`config.mk`:
```
export PLATFORM = sky130hd
export DESIGN_NAME = obi_bram_responder
export DESIGN_NICKNAME = d
export VERILOG_FILES = /design/src/rtl/obi_bram_responder.sv
export SDC_FILE = /design/constraint.sdc
export NUM_CORES = 1
export LEC_CHECK = 0
export CAP_MARGIN = 15
export CORE_ASPECT_RATIO = 0.7
export CORE_UTILIZATION = 34
export DETAILED_ROUTE_END_ITERATION = 10
export HOLD_SLACK_MARGIN = 0.15
export PLACE_DENSITY = 0.78
export SETUP_SLACK_MARGIN = 0.1
export SYNTH_ARGS = -nofsm -noshare
export SYNTH_HDL_FRONTEND = slang
export SYNTH_SLANG_ARGS = --single-unit
```
`constraint.sdc`:
```
create_clock -name clk_i -period 4.1 [get_ports clk_i]
set_input_delay 0.82 -clock clk_i [delete_from_list [all_inputs] [get_ports clk_i]]
set_output_delay 0.82 -clock clk_i [all_outputs]
set_load 0.01 [all_outputs]
```
`src/rtl/obi_bram_responder.sv`:
```
`default_nettype none
// ============================================================================
// Module      : obi_bram_responder
// Description : OBI slave that maps a byte-address window onto a dual-port
//               block RAM, with in-order responses and access counters.
// Revision    : 1.0 - initial release
// ============================================================================
module obi_bram_responder #(
    parameter int          ADDR_WIDTH      = 17,
    parameter              RAM_PERFORMANCE = "LOW_LATENCY",
    parameter logic [31:0] BASE_ADDR       = 32'h0000_0000
) (
    input  logic                  clk_i,
    input  logic                  rst_i,
    input  logic                  req_i,
    output logic                  gnt_o,
    input  logic [31:0]           addr_i,
    input  logic                  we_i,
    input  logic [3:0]            be_i,
    input  logic [31:0]           wdata_i,
    output logic                  rvalid_o,
    output logic [31:0]           rdata_o,
    output logic                  err_o,
    output logic [ADDR_WIDTH-1:0] ram_addra_o,
    output logic [3:0]            ram_wea_o,
    output logic [31:0]           ram_dina_o,
    output logic [ADDR_WIDTH-1:0] ram_addrb_o,
    output logic                  ram_enb_o,
    output logic                  ram_regceb_o,
    output logic                  ram_rstb_o,
    input  logic [31:0]           ram_doutb_i,
    input  logic                  cnt_clr_i,
    output logic [31:0]           rd_cnt_o,
    output logic [31:0]           wr_cnt_o,
    output logic                  err_sticky_o
);

    localparam int          c_LAT  = (RAM_PERFORMANCE == "HIGH_PERFORMANCE") ? 2 : 1;
    // 33 bits so the window size cannot wrap for wide RAMs
    localparam logic [32:0] c_SPAN = 33'd1 << (ADDR_WIDTH + 2);

    logic [31:0]           w_offset;
    logic                  w_in_range;
    logic [ADDR_WIDTH-1:0] w_word;
    logic                  w_acc;
    logic                  w_wr;
    logic                  w_rd;
    logic                  w_oor;

    logic [c_LAT-1:0]      r_vld;
    logic [c_LAT-1:0]      r_rd;
    logic [c_LAT-1:0]      r_err;
    logic [31:0]           r_rd_cnt;
    logic [31:0]           r_wr_cnt;
    logic                  r_err_sticky;

    assign w_offset   = addr_i - BASE_ADDR;
    assign w_in_range = ({1'b0, w_offset} < c_SPAN);
    assign w_word     = w_offset[ADDR_WIDTH+1:2];

    assign gnt_o = req_i & ~rst_i;
    assign w_acc = req_i & gnt_o;
    assign w_wr  = w_acc & we_i & w_in_range;
    assign w_rd  = w_acc & ~we_i & w_in_range;
    assign w_oor = w_acc & ~w_in_range;

    assign ram_addra_o = w_word;
    assign ram_wea_o   = w_wr ? be_i : 4'h0;
    assign ram_dina_o  = wdata_i;
    assign ram_addrb_o = w_word;
    assign ram_enb_o   = w_rd;
    assign ram_rstb_o  = rst_i;

    // Response pipeline: depth matches the RAM read latency
    always_ff @(posedge clk_i or posedge rst_i) begin
        if (rst_i) begin
            r_vld <= '0;
            r_rd  <= '0;
            r_err <= '0;
        end else begin
            r_vld[0] <= w_acc;
            r_rd[0]  <= w_rd;
            r_err[0] <= w_oor;
            for (int i = 1; i < c_LAT; i++) begin
                r_vld[i] <= r_vld[i-1];
                r_rd[i]  <= r_rd[i-1];
                r_err[i] <= r_err[i-1];
            end
        end
    end

    assign rvalid_o = r_vld[c_LAT-1];
    assign err_o    = r_vld[c_LAT-1] & r_err[c_LAT-1];
    assign rdata_o  = (r_vld[c_LAT-1] & r_rd[c_LAT-1]) ? ram_doutb_i : 32'h0;

    generate
        if (c_LAT == 2) begin : g_regce_hp
            assign ram_regceb_o = r_vld[0] & r_rd[0];
        end else begin : g_regce_ll
            assign ram_regceb_o = 1'b0;
        end
    endgenerate

    // Clear wins over any same-cycle increment or error capture
    always_ff @(posedge clk_i or posedge rst_i) begin
        if (rst_i) begin
            r_rd_cnt     <= 32'h0;
            r_wr_cnt     <= 32'h0;
            r_err_sticky <= 1'b0;
        end else if (cnt_clr_i) begin
            r_rd_cnt     <= 32'h0;
            r_wr_cnt     <= 32'h0;
            r_err_sticky <= 1'b0;
        end else begin
            if (w_rd && (r_rd_cnt != 32'hFFFF_FFFF)) begin
                r_rd_cnt <= r_rd_cnt + 32'd1;
            end
            if (w_wr && (r_wr_cnt != 32'hFFFF_FFFF)) begin
                r_wr_cnt <= r_wr_cnt + 32'd1;
            end
            if (w_oor) begin
                r_err_sticky <= 1'b1;
            end
        end
    end

    assign rd_cnt_o     = r_rd_cnt;
    assign wr_cnt_o     = r_wr_cnt;
    assign err_sticky_o = r_err_sticky;

endmodule
`default_nettype wire
```
==> load_flow_metrics.sql, run 1 <==
INSERT INTO impl_metrics (metric_group, metric, value, unit) VALUES
('clock_tree', 'clkTransAtPathRegs', '60', 'ps'),
('logic_synthesis', 'dominantRegCellSynth', 'dfrtp_1', ''),
('worst_setup_path', 'crit_family', 'simple AND/OR/NAND/NOR gates', ''),
('routing', 'vias', '4662', ''),
('finish', 'sequential_cell_area', '1700', 'µm²'),
('routing', 'first_iter_violations', '306', ''),
('routing', 'drt.antenna.violating_nets', '0', ''),
('logic_synthesis', 'synth_cell_type_count', '44', ''),
('finish', 'num-nets-final', '722', ''),
('logic_synthesis', 'yosys-top-cells-area', 'dfrtp_1 (37%), buf_4 (11%), a21oi_1 (6.5%)', ''),
('timing', 'postLayoutSetupSlackWorst', '255', 'ps'),
('logic_synthesis', 'async_reset_ff_share', '100', '%'),
('global_routing', 'use_met1', '26.2', '%'),
('routing', 'avgViaCountPerCell', '5.79', ''),
('timing', 'post-route-period-util', '93.8', '%'),
('finish', 'number_of_inserted_diodes', '0', ''),
('global_routing', 'met2_usage', '34.9', '%'),
('placement', 'place.detailed.hpwl', '11100', 'µm'),
('worst_setup_path', 'setup.worst_path.start_class', 'primary input', ''),
('timing', 'period_minus_slack', '3840', 'ps'),
('logic_synthesis', 'number_of_enable_type_register_cells_in_the_synthesized_netlist', '0', ''),
('power', 'leakagePower', '2.20', 'nW'),
('floorplan', 'placeableCoreArea', '13200', 'µm²'),
('timing', 'timing_hold_violations_final', '0', ''),
('worst_setup_path', 'worstPathBufferInverterCount', '2', ''),
('floorplan', 'initial_core_utilization', '34.9', '%'),
('global_routing', 'antenna_found_initial', '1', ''),
('global_routing', 'grt_start_max_net_pins', '69', ''),
('logic_synthesis', 'yosys.area_share.adder', '0.544', '%'),
('floorplan', 'floorplan.io_pins', '278', ''),
('logic_synthesis', 'synthSimpleGateAreaFrac', '30.2', '%'),
('logic_synthesis', 'postSynthCellCount', '537', ''),
('clock_tree', 'cts.sink_count', '68', ''),
('clock_tree', 'tritoncts', 'done', ''),
('worst_setup_path', 'critical-path-max-stage-delay', '640', 'ps'),
('status', 'outcome', 'finished, final reports clean', ''),
('global_routing', 'grt_pass1_wl', '23500', 'µm'),
('clock_tree', 'buffers_inserted_by_post_cts_timing_repair', '0', ''),
('power', 'power.density', '263', 'nW/µm²'),
('clock_tree', 'ctsResizeCount', '0', ''),
('finish', 'fillerInstances', '1236', ''),
('logic_synthesis', 'main_combinational_cell_family_by_area_after_synthesis', 'simple AND/OR/NAND/NOR gates', ''),
('finish', 'multiInputGateArea', '2210', 'µm²'),
('clock_tree', 'cts_root_buffer', 'clkbuf_16', ''),
('floorplan', 'dieArea', '14000', 'µm²'),
('global_routing', 'global_route_met3_utilization', '7.75', '%'),
('logic_synthesis', 'synth_area_leader_cell', 'dfrtp_1', ''),
('placement', 'gp_congestion', '0.922', ''),
('timing', 'fmax', '0.260', 'GHz'),
('placement', 'port_buffer_cells', '159', ''),
('finish', 'p_r_area_growth_vs_syn', '33.5', '%'),
('timing', 'final-max-slew-violation-count', '0', ''),
('routing', 'route.detailed.drc', '0', ''),
('global_routing', 'global_route.peak_usage_layer', 'met2', ''),
('run', 'cap_viol_max_count', '0', ''),
('floorplan', 'die_y', '99.3', 'µm'),
('logic_synthesis', 'synth.area.mux_share', '0.462', '%'),
('logic_synthesis', 'area_share_of_xor_xnor_cells_in_the_synthesized_design', '0.381', '%'),
('timing', 'worst_slew_pin_slew', '904', 'ps'),
('logic_synthesis', 'average_footprint_of_a_synthesized_cell', '8.57', 'µm²'),
('timing', 'setup_tns', '0', 'ps'),
('power', 'vdd.ir_drop.worst', '0.000178', 'V'),
('worst_setup_path', 'path_cells', 'clkdlybuf4s50_1 -> nor3_2 -> nand4_2 -> nor3_1 -> clkdlybuf4s50_1', ''),
('clock_tree', 'cts_max_level', '3', ''),
('global_routing', 'track_usage', '21.5', '%'),
('logic_synthesis', 'synthesis.nets', '644', ''),
('worst_setup_path', 'critical_path.endpoint_type', 'primary output', ''),
('logic_synthesis', 'synth_seq_cells', '68', ''),
('finish', 'drive_above_1_share', '6.13', '%'),
('global_routing', 'global_route.overflow_total', '0', ''),
('logic_synthesis', 'synth_compound_area_share', '16.3', '%');
power breakdown:
group | leakage, nW | internal, mW | switching (mW) | total (mW)
combinational | 1.10 | 0.0525 | 0.0458 | 0.0984
clock | 0.155 | 0.530 | 0.308 | 0.838
sequential | 0.948 | 0.673 | 0.00411 | 0.677
synth_stat cells (all sizes together), types with 13 or more instances:
cell type	count
inv	13
nor2	15
or3	26
nand3	21
nand2	24
dfrtp	68
clkbuf	22
or4	38
a21oi	60
o21ai	25
nand4	26
and3	33
buf	76
o31ai	34
worst register-to-register path, cell delays in order (launching register included):
cell and delay [ps]:
dfrtp_1 400, ha_1 230, and2_0 370, nand4_1 200, or4_1 690, or4_1 560
a21oi_1 150
flip-flops by register name, indices dropped and copies added (netlist names):
register      cells
rvalid_o          1
r_rd              1
r_err             1
wr_cnt_o         32
err_sticky_o      1
rd_cnt_o         32
kinds of logic after synthesis:
family	after synthesis
buf+inv	111
xor+xnor	2
other cells	1
mux	2
compound gates	127
flops	68
simple gates	224
fa+ha+maj	2
through the flow:
stage	hold slack [ps]	cells	util [%]	area (µm²)
floorplan	533	537	-	4600
detailed placement	511	789	44.2	5830
global placement	491	789	44.2	5830
CTS	524	805	46.6	6140
global route	557	805	46.6	6140
finish	510	805	46.6	6140
routing by layer:
layer  vias up  share of wire (%)
met2       239                 47
met5         -              0.086
met4         2                2.5
li1       2121                  -
met1      2268                 41
met3        32                9.3
cell type report:
type	instances	share of cell area [%]
Multi-Input combinational cell	358	36.0
Sequential cell	68	27.7
Timing Repair Buffer	165	26.6
Tap cell	185	3.77
Clock buffer	9	3.67
Clock inverter	7	1.49
Inverter	13	0.856
final timing paths:
kind / startpoint / to / slack, ps / depth (start not counted)
min: err_sticky_o / err_sticky_o / 510 / 2
max in group asynchronous: rst_i / rd_cnt_o[28] / 2300 / 3
max reg2reg: wr_cnt_o[0] / wr_cnt_o[28] / 1410 / 6
max: addr_i[22] / ram_enb_o / 260 / 5
min reg2reg: err_sticky_o / err_sticky_o / 510 / 2
min in group asynchronous: rst_i / wr_cnt_o[1] / 1170 / 3
layout by cell type (no fill, tap or decap), types with 3 or more instances in the layout:
cell type        synthesis  final
dfrtp_1                 68     68
inv_1                   13     12
o2111ai_1                3      3
clkbuf_16                0      9
a21oi_1                 60     60
o31ai_1                 34     34
o21ai_0                 25     25
clkinv_2                 0      3
nor2_1                  15     15
buf_4                   69      6
nor4_1                   5      5
and3_1                  33     33
and4_1                   4      4
and2_1                   5      5
nand4_1                 25     25
clkdlybuf4s50_1          0    158
or4_1                   38     38
or2_2                    4      4
nand2_1                 24     24
or3_1                   26     26
nor3_1                   8      8
nand3_1                 21     21
Power figures use the tool's default switching activity.
==> inputs of run 2 (changes only) <==
--- a/config.mk
+++ b/config.mk
@@ -5,7 +5,7 @@
 export SDC_FILE = /design/constraint.sdc
 export NUM_CORES = 1
 export LEC_CHECK = 0
-export CAP_MARGIN = 15
+export CAP_MARGIN = 40
 export CORE_ASPECT_RATIO = 0.7
 export CORE_UTILIZATION = 34
 export DETAILED_ROUTE_END_ITERATION = 10
==> run 2 against run 1 <==
Hold slack gained 2.9 ps. Clock-buffer cell count grew 2. Final area shrank 0.18%. Combinational power is essentially flat. Critical path type unchanged.
==> load_flow_metrics.sql, run 2 (same netlist as run 1, synthesis figures left out) <==
INSERT INTO impl_metrics (metric_group, metric, value, unit) VALUES
('routing', 'route.detailed.drc', '0', ''),
('global_routing', 'grt_pass1_wl', '23500', 'µm'),
('min_path', 'min-delay-path-class', 'register to register', ''),
('global_routing', 'grt_start_max_net_pins', '42', ''),
('timing', 'timing_hold_violations_final', '0', ''),
('global_routing', 'global_route.overflow_total', '0', ''),
('routing', 'detail_route.first_pass.iterations', '5', ''),
('clock_tree', 'worst_skew_pair.late_latency', '330', 'ps'),
('clock_tree', 'cts.sink_count', '68', ''),
('worst_setup_path', 'ff2ff_path_depth', '6', ''),
('routing', 'avgViaCountPerCell', '5.73', ''),
('routing', 'first_iter_violations', '238', ''),
('clock_tree', 'tritoncts.num_buffers', '9', ''),
('placement', 'pre_cts_slack', '298', 'ps'),
('finish', 'drive_above_1_share', '5.96', '%'),
('floorplan', 'initial_core_utilization', '34.9', '%'),
('timing', 'timing.slew.headroom', '43.2', '%'),
('routing', 'vias', '4615', ''),
('power', 'vdd.ir_drop.worst', '0.000180', 'V'),
('worst_setup_path', 'crit-reg2reg-capture', 'wr_cnt_o[22]', ''),
('placement', 'place.detailed.hpwl', '11200', 'µm'),
('global_routing', 'track_usage', '21.4', '%'),
('finish', 'final_common_cell', 'clkdlybuf4s50_1', ''),
('clock_tree', 'cts_buffer_depth', '2', ''),
('routing', 'routedLengthMet1', '6220', 'µm'),
('finish', 'most-common-layout-cells', 'clkdlybuf4s50_1 (158), dfrtp_1 (68), a21oi_1 (60)', ''),
('global_routing', 'antenna_found_initial', '1', ''),
('worst_setup_path', 'reg2reg_slack', '1400', 'ps'),
('global_routing', 'vias_in_the_first_global_route', '4466', ''),
('worst_setup_path', 'critPathLaunch', 'addr_i[22]', ''),
('finish', 'number_of_inserted_diodes', '0', ''),
('timing', 'period_minus_slack', '3770', 'ps'),
('floorplan', 'floorplan.io_pins', '278', ''),
('worst_setup_path', 'setup.worst_path.start_class', 'primary input', ''),
('clock_tree', 'cts_max_level', '3', ''),
('timing', 'grt_setup_unrepaired', 'false', ''),
('timing', 'final-max-slew-violation-count', '0', ''),
('worst_setup_path', 'path_max_fanout', '5', ''),
('clock_tree', 'buffers_inserted_by_post_cts_timing_repair', '0', ''),
('placement', 'gp_congestion', '0.922', ''),
('power', 'power.density', '250', 'nW/µm²'),
('worst_setup_path', 'path_cells', 'clkdlybuf4s50_1 -> nor3_2 -> nand4_2 -> nor3_1 -> buf_4 -> and2_1 -> clkdlybuf4s50_1', ''),
('status', 'outcome', 'finished, final reports clean', ''),
('worst_setup_path', 'critical-path-max-stage-delay', '530', 'ps'),
('timing', 'worst_slew_pin_slew', '851', 'ps'),
('floorplan', 'die_width', '141', 'µm'),
('timing', 'postLayoutSetupSlackWorst', '328', 'ps'),
('timing', 'clock-skew-final', '8.20', 'ps'),
('routing', 'met3_length', '1280', 'µm'),
('worst_setup_path', 'criticalPathCategory', 'primary input to primary output', ''),
('clock_tree', 'cts_root_buffer', 'clkbuf_16', ''),
('timing', 'hold_slack', '513', 'ps'),
('routing', 'met2WireLength', '7160', 'µm'),
('worst_setup_path', 'rr_startpoint', 'wr_cnt_o[0]', ''),
('routing', 'top_layer', 'met5', ''),
('finish', 'post_layout_nonfiller_instances', '806', ''),
('worst_setup_path', 'critical_path.endpoint_type', 'primary output', ''),
('worst_setup_path', 'worstSetupEndpoint', 'ram_wea_o[3]', ''),
('routing', 'drt.antenna.violating_nets', '0', ''),
('floorplan', 'die_y', '99.3', 'µm'),
('routing', 'detail_route.wirelength', '15000', 'µm'),
('worst_setup_path', 'arrival', '2950', 'ps'),
('clock_tree', 'ctsResizeCount', '0', ''),
('floorplan', 'placeableCoreArea', '13200', 'µm²'),
('placement', 'port_buffer_cells', '159', ''),
('clock_tree', 'hold_buffers', '0', ''),
('timing', 'setup_tns', '0', 'ps'),
('power', 'leakagePower', '2.20', 'nW'),
('timing', 'fmax', '0.265', 'GHz'),
('floorplan', 'dieArea', '14000', 'µm²'),
('finish', 'p_r_area_growth_vs_syn', '33.3', '%'),
('worst_setup_path', 'critical_path.slowest_cell', 'clkdlybuf4s50_1', ''),
('routing', 'route.detailed.wl_per_inst', '18.6', 'µm'),
('timing', 'post-route-period-util', '92.0', '%'),
('clock_tree', 'clkTransAtPathRegs', '60', 'ps'),
('timing', 'timing.final.setup_violations', '0', ''),
('worst_setup_path', 'cp_common_cell', 'clkdlybuf4s50_1', ''),
('clock_tree', 'tritoncts', 'done', ''),
('worst_setup_path', 'cp.required', '3280', 'ps'),
('placement', 'total_placed_cells_including_tap_cells', '790', ''),
('finish', 'num-nets-final', '723', ''),
('finish', 'fillerInstances', '1255', ''),
('run', 'cap_viol_max_count', '0', ''),
('floorplan', 'std_cell_rows', '35', '');
==> run 2: cell count changes in the layout (fill, tap and decap cells not counted) <==
| cell | before | now |
|---|---|---|
| clkbuf_1 | 0 | 2 |
| buf_12 | 0 | 1 |
| bufinv_16 | 2 | 1 |
| clkinv_4 | 1 | 0 |
==> run 2: worst min-delay path by stage <==
stage	from	to	slack (ps)	cells after the start
6_report	err_sticky_o	err_sticky_o	510	2
5_1_grt	err_sticky_o	err_sticky_o	560	2
4_1_cts	err_sticky_o	err_sticky_o	530	2
3_5_place_dp	err_sticky_o	err_sticky_o	520	2
3_3_place_gp	err_sticky_o	err_sticky_o	490	2
2_1_floorplan	err_sticky_o	err_sticky_o	530	2
==> run 2: stage by stage <==
stage	area [µm²]	util (%)	power (mW)
3_5_place_dp	5850	44.3	0.790
2_1_floorplan	4600	-	0.783
3_3_place_gp	5830	44.2	0.787
4_1_cts	6130	46.5	1.56
5_1_grt	6130	46.5	1.59
6_report	6130	46.5	1.53
==> run 2: critical path: cells and delay by family <==
kind,cells,cell delay (ps)
simple gates,4,1010
buf+inv,3,1110
==> run 2: metal layers <==
metal	vias up	track usage, %
met4	2	6.44
met1	2255	26.3
met2	213	35.6
li1	2118	-
met5	-	0
met3	27	7.56
==> run 2: final cells by class <==
type / instances / area [µm²] / share of cell area (%)
Multi-Input combinational cell: 358 / 2210 / 36.0
Sequential cell: 68 / 1700 / 27.8
Timing Repair Buffer: 166 / 1650 / 26.9
Clock buffer: 11 / 233 / 3.80
Tap cell: 185 / 231 / 3.78
Clock inverter: 5 / 52.6 / 0.857
Inverter: 13 / 52.6 / 0.857
==> run 2: power by group <==
part / total, mW / switching (mW) / internal (mW)
clock network: 0.754 / 0.286 / 0.468
logic: 0.100 / 0.0459 / 0.0545
registers: 0.677 / 0.00394 / 0.673
total: 1.53 / 0.336 / 1.20
==> inputs of run 3 (changes only) <==
--- a/config.mk
+++ b/config.mk
@@ -5,9 +5,12 @@
 export SDC_FILE = /design/constraint.sdc
 export NUM_CORES = 1
 export LEC_CHECK = 0
+export ABC_AREA = 1
 export CAP_MARGIN = 40
+export CELL_PAD_IN_SITES_DETAIL_PLACEMENT = 0
+export CELL_PAD_IN_SITES_GLOBAL_PLACEMENT = 1
 export CORE_ASPECT_RATIO = 0.7
-export CORE_UTILIZATION = 34
+export CORE_UTILIZATION = 24
 export DETAILED_ROUTE_END_ITERATION = 10
 export HOLD_SLACK_MARGIN = 0.15
 export PLACE_DENSITY = 0.78
==> constraint.sdc (replaced) <==
create_clock -name clk_i -period 3.06 [get_ports clk_i]
set_input_delay 0.612 -clock clk_i [delete_from_list [all_inputs] [get_ports clk_i]]
set_output_delay 0.612 -clock clk_i [all_outputs]
set_load 0.01 [all_outputs]
==> run 3 against run 2 <==
Global-route usage decreased by 5.2 points. Cell count increased by 61%. Clock power increased by 41%. Combinational power increased by 70%. Largest cell class unchanged. Highest routed layer is now met4.
==> load_flow_metrics.sql, run 3 <==
INSERT INTO impl_metrics (metric_group, metric, value, unit) VALUES
('timing', 'grt_setup_unrepaired', 'true', ''),
('min_path', 'min-delay-path-class', 'register to register', ''),
('logic_synthesis', 'synth_cell_type_count', '28', ''),
('timing', 'post-route-period-util', '93.8', '%'),
('placement', 'total_placed_cells_including_tap_cells', '1284', ''),
('logic_synthesis', 'average_footprint_of_a_synthesized_cell', '6.20', 'µm²'),
('routing', 'avgViaCountPerCell', '4.35', ''),
('finish', 'post_layout_nonfiller_instances', '1299', ''),
('logic_synthesis', 'dominantRegCellSynth', 'dfrtp_1', ''),
('finish', 'num-nets-final', '1090', ''),
('global_routing', 'global_route_met3_utilization', '4.92', '%'),
('floorplan', 'die_y', '129', 'µm'),
('global_routing', 'global_route.overflow_total', '0', ''),
('logic_synthesis', 'synth_seq_cells', '68', ''),
('timing', 'worst_slew_pin_slew', '777', 'ps'),
('global_routing', 'antenna_found_initial', '0', ''),
('timing', 'postLayoutSetupSlackWorst', '190', 'ps'),
('worst_setup_path', 'path_max_fanout', '3', ''),
('clock_tree', 'clkTransAtPathRegs', '60', 'ps'),
('placement', 'postPlaceCellArea', '6990', 'µm²'),
('clock_tree', 'tritoncts', 'done', ''),
('routing', 'drt.antenna.violating_nets', '0', ''),
('status', 'outcome', 'finished, final reports clean', ''),
('finish', 'most-common-layout-cells', 'nand2_1 (332), nor2_1 (164), clkdlybuf4s50_1 (155)', ''),
('routing', 'route.detailed.drc', '0', ''),
('finish', 'final_common_cell', 'nand2_1', ''),
('worst_setup_path', 'reg2reg_slack', '700', 'ps'),
('routing', 'detail_route.wirelength', '19300', 'µm'),
('floorplan', 'die_width', '183', 'µm'),
('logic_synthesis', 'postSynthCellCount', '890', ''),
('clock_tree', 'cts_buffer_depth', '2', ''),
('finish', 'number_of_inserted_diodes', '0', ''),
('timing', 'final-max-slew-violation-count', '0', ''),
('logic_synthesis', 'synth.most_common_cell', 'nand2_1', ''),
('routing', 'detail_route.first_pass.iterations', '5', ''),
('global_routing', 'use_met1', '23.4', '%'),
('floorplan', 'initial_core_utilization', '24.4', '%'),
('floorplan', 'floorplan.io_pins', '278', ''),
('worst_setup_path', 'rr_startpoint', 'wr_cnt_o[0]', ''),
('logic_synthesis', 'mappedNetlistArea', '5520', 'µm²'),
('logic_synthesis', 'yosys-top-cells-count', 'nand2_1 (333), nor2_1 (166), inv_1 (84)', ''),
('floorplan', 'dieArea', '23600', 'µm²'),
('placement', 'gp_congestion', '0.903', ''),
('min_path', 'min_delay_path_depth', '2', ''),
('timing', 'hold_slack', '493', 'ps'),
('global_routing', 'grt_pass1_wl', '29300', 'µm'),
('logic_synthesis', 'async_reset_ff_share', '100', '%'),
('timing', 'timing.slew.headroom', '48.1', '%'),
('worst_setup_path', 'arrival', '2260', 'ps'),
('logic_synthesis', 'number_of_enable_type_register_cells_in_the_synthesized_netlist', '0', ''),
('timing', 'period_minus_slack', '2870', 'ps'),
('timing', 'clock-skew-final', '3.38', 'ps'),
('floorplan', 'placeableCoreArea', '22600', 'µm²'),
('global_routing', 'global_route.peak_usage_layer', 'met1', ''),
('clock_tree', 'cts_root_buffer', 'clkbuf_16', ''),
('min_path', 'worstHoldEndpoint', 'err_sticky_o', ''),
('timing', 'fmax', '0.348', 'GHz'),
('worst_setup_path', 'crit-reg2reg-capture', 'wr_cnt_o[28]', ''),
('min_path', 'worst_hold_startpoint', 'err_sticky_o', ''),
('power', 'vdd.ir_drop.worst', '0.000203', 'V'),
('worst_setup_path', 'criticalPathCategory', 'primary input to primary output', ''),
('timing', 'timing.final.setup_violations', '0', ''),
('finish', 'p_r_area_growth_vs_syn', '32.4', '%'),
('logic_synthesis', 'synthesis.nets', '997', ''),
('clock_tree', 'worst_skew_pair.late_latency', '340', 'ps'),
('clock_tree', 'tritoncts.num_buffers', '9', ''),
('finish', 'drive_above_1_share', '5.47', '%'),
('placement', 'pre_cts_slack', '73.2', 'ps'),
('logic_synthesis', 'synth_top_area_share', '30.8', '%'),
('routing', 'route.detailed.wl_per_inst', '14.9', 'µm'),
('worst_setup_path', 'cp.required', '2450', 'ps'),
('global_routing', 'track_usage', '16.2', '%'),
('logic_synthesis', 'synth_seq_area_share', '30.8', '%'),
('timing', 'timing_hold_violations_final', '0', ''),
('worst_setup_path', 'ff2ff_path_depth', '10', ''),
('placement', 'port_buffer_cells', '159', ''),
('worst_setup_path', 'setup.worst_path.start_class', 'primary input', ''),
('clock_tree', 'hold_buffers', '0', ''),
('power', 'leakagePower', '3.30', 'nW'),
('logic_synthesis', 'synth-warning-count', '0', ''),
('finish', 'postLayoutCellArea', '7300', 'µm²'),
('routing', 'first_iter_violations', '429', ''),
('power', 'power.density', '292', 'nW/µm²'),
('placement', 'place.detailed.hpwl', '15000', 'µm'),
('global_routing', 'grt_start_max_net_pins', '51', ''),
('global_routing', 'vias_in_the_first_global_route', '5062', ''),
('logic_synthesis', 'yosys-top-cells-area', 'dfrtp_1 (31%), nand2_1 (23%), nor2_1 (11%)', ''),
('clock_tree', 'cts.sink_count', '68', ''),
('global_routing', 'met2_usage', '23.4', '%'),
('worst_setup_path', 'critical_path.endpoint_type', 'primary output', ''),
('clock_tree', 'cts_max_level', '3', ''),
('logic_synthesis', 'synth_area_leader_cell', 'dfrtp_1', ''),
('timing', 'setup_tns', '0', 'ps'),
('run', 'cap_viol_max_count', '0', ''),
('floorplan', 'std_cell_rows', '46', ''),
('routing', 'vias', '5654', '');
-- run 3: area by class of cell --
| type | count | area (µm²) |
|---|---|---|
| repair buffers | 173 | 1740 |
| flip-flops and latches | 68 | 1700 |
| clock buffers | 9 | 225 |
| well taps | 312 | 390 |
| inverters | 86 | 327 |
| clock inverters | 6 | 66.3 |
| fillers | 2469 | 15300 |
| multi-input cells | 645 | 2850 |
-- run 3: routing by layer --
metal  part of all wire [%]  routed length [µm]  vias to the layer above
met3                    9.2                1770                       16
met4                   0.95                 184                        0
met5                      0                   0                        -
li1                       -                   -                     2845
met2                     41                7840                      222
met1                     49                9540                     2571
-- run 3: worst max path at each step --
stage          startpoint      endpoint  cells after the start
3_5_place_dp        rst_i  ram_wea_o[1]                      7
6_report       addr_i[28]     ram_enb_o                      7
3_3_place_gp        rst_i  ram_wea_o[2]                      7
4_1_cts        addr_i[28]     ram_enb_o                      7
2_1_floorplan       rst_i  ram_wea_o[0]                      5
5_1_grt        addr_i[23]     ram_enb_o                      7
-- run 3: cells by family after synthesis --
group,synth area share (%)
DFF,30.8
AOI/OAI and AO/OA,1.32
other,0.0680
adders and majority gates,0.454
buffers and inverters,17.6
and+or+nand+nor,45.9
xor gates and xnor gates,3.81
-- run 3: worst max-delay path: stages --
cell,delay (ps)
clkdlybuf4s50_1,400
nor2_1,110
nand2_1,70
nor2_2,130
nand2_1,100
nor3_1,240
clkdlybuf4s50_1,600
-- run 3: timing repair --
action / 4_1_cts / 5_1_grt
gates cloned: 0 / 0
buffers inserted: 0 / 0
setup endpoints to repair: 4 / 5
gates resized for setup: 2 / 6
-- run 3: metrics by stage --
stage               total power [mW]  utilization, %
floorplan                       1.08               -
global placement                1.09            30.8
detailed placement              1.09            30.9
CTS                             2.17            32.2
global route                    2.21            32.3
finish                          2.13            32.3
-- run 3: where the power goes --
group	internal, mW	switching, mW	leakage, nW	total, mW
registers	0.901	0.00106	0.948	0.902
logic	0.0826	0.0869	2.22	0.170
clock network	0.626	0.432	0.134	1.06
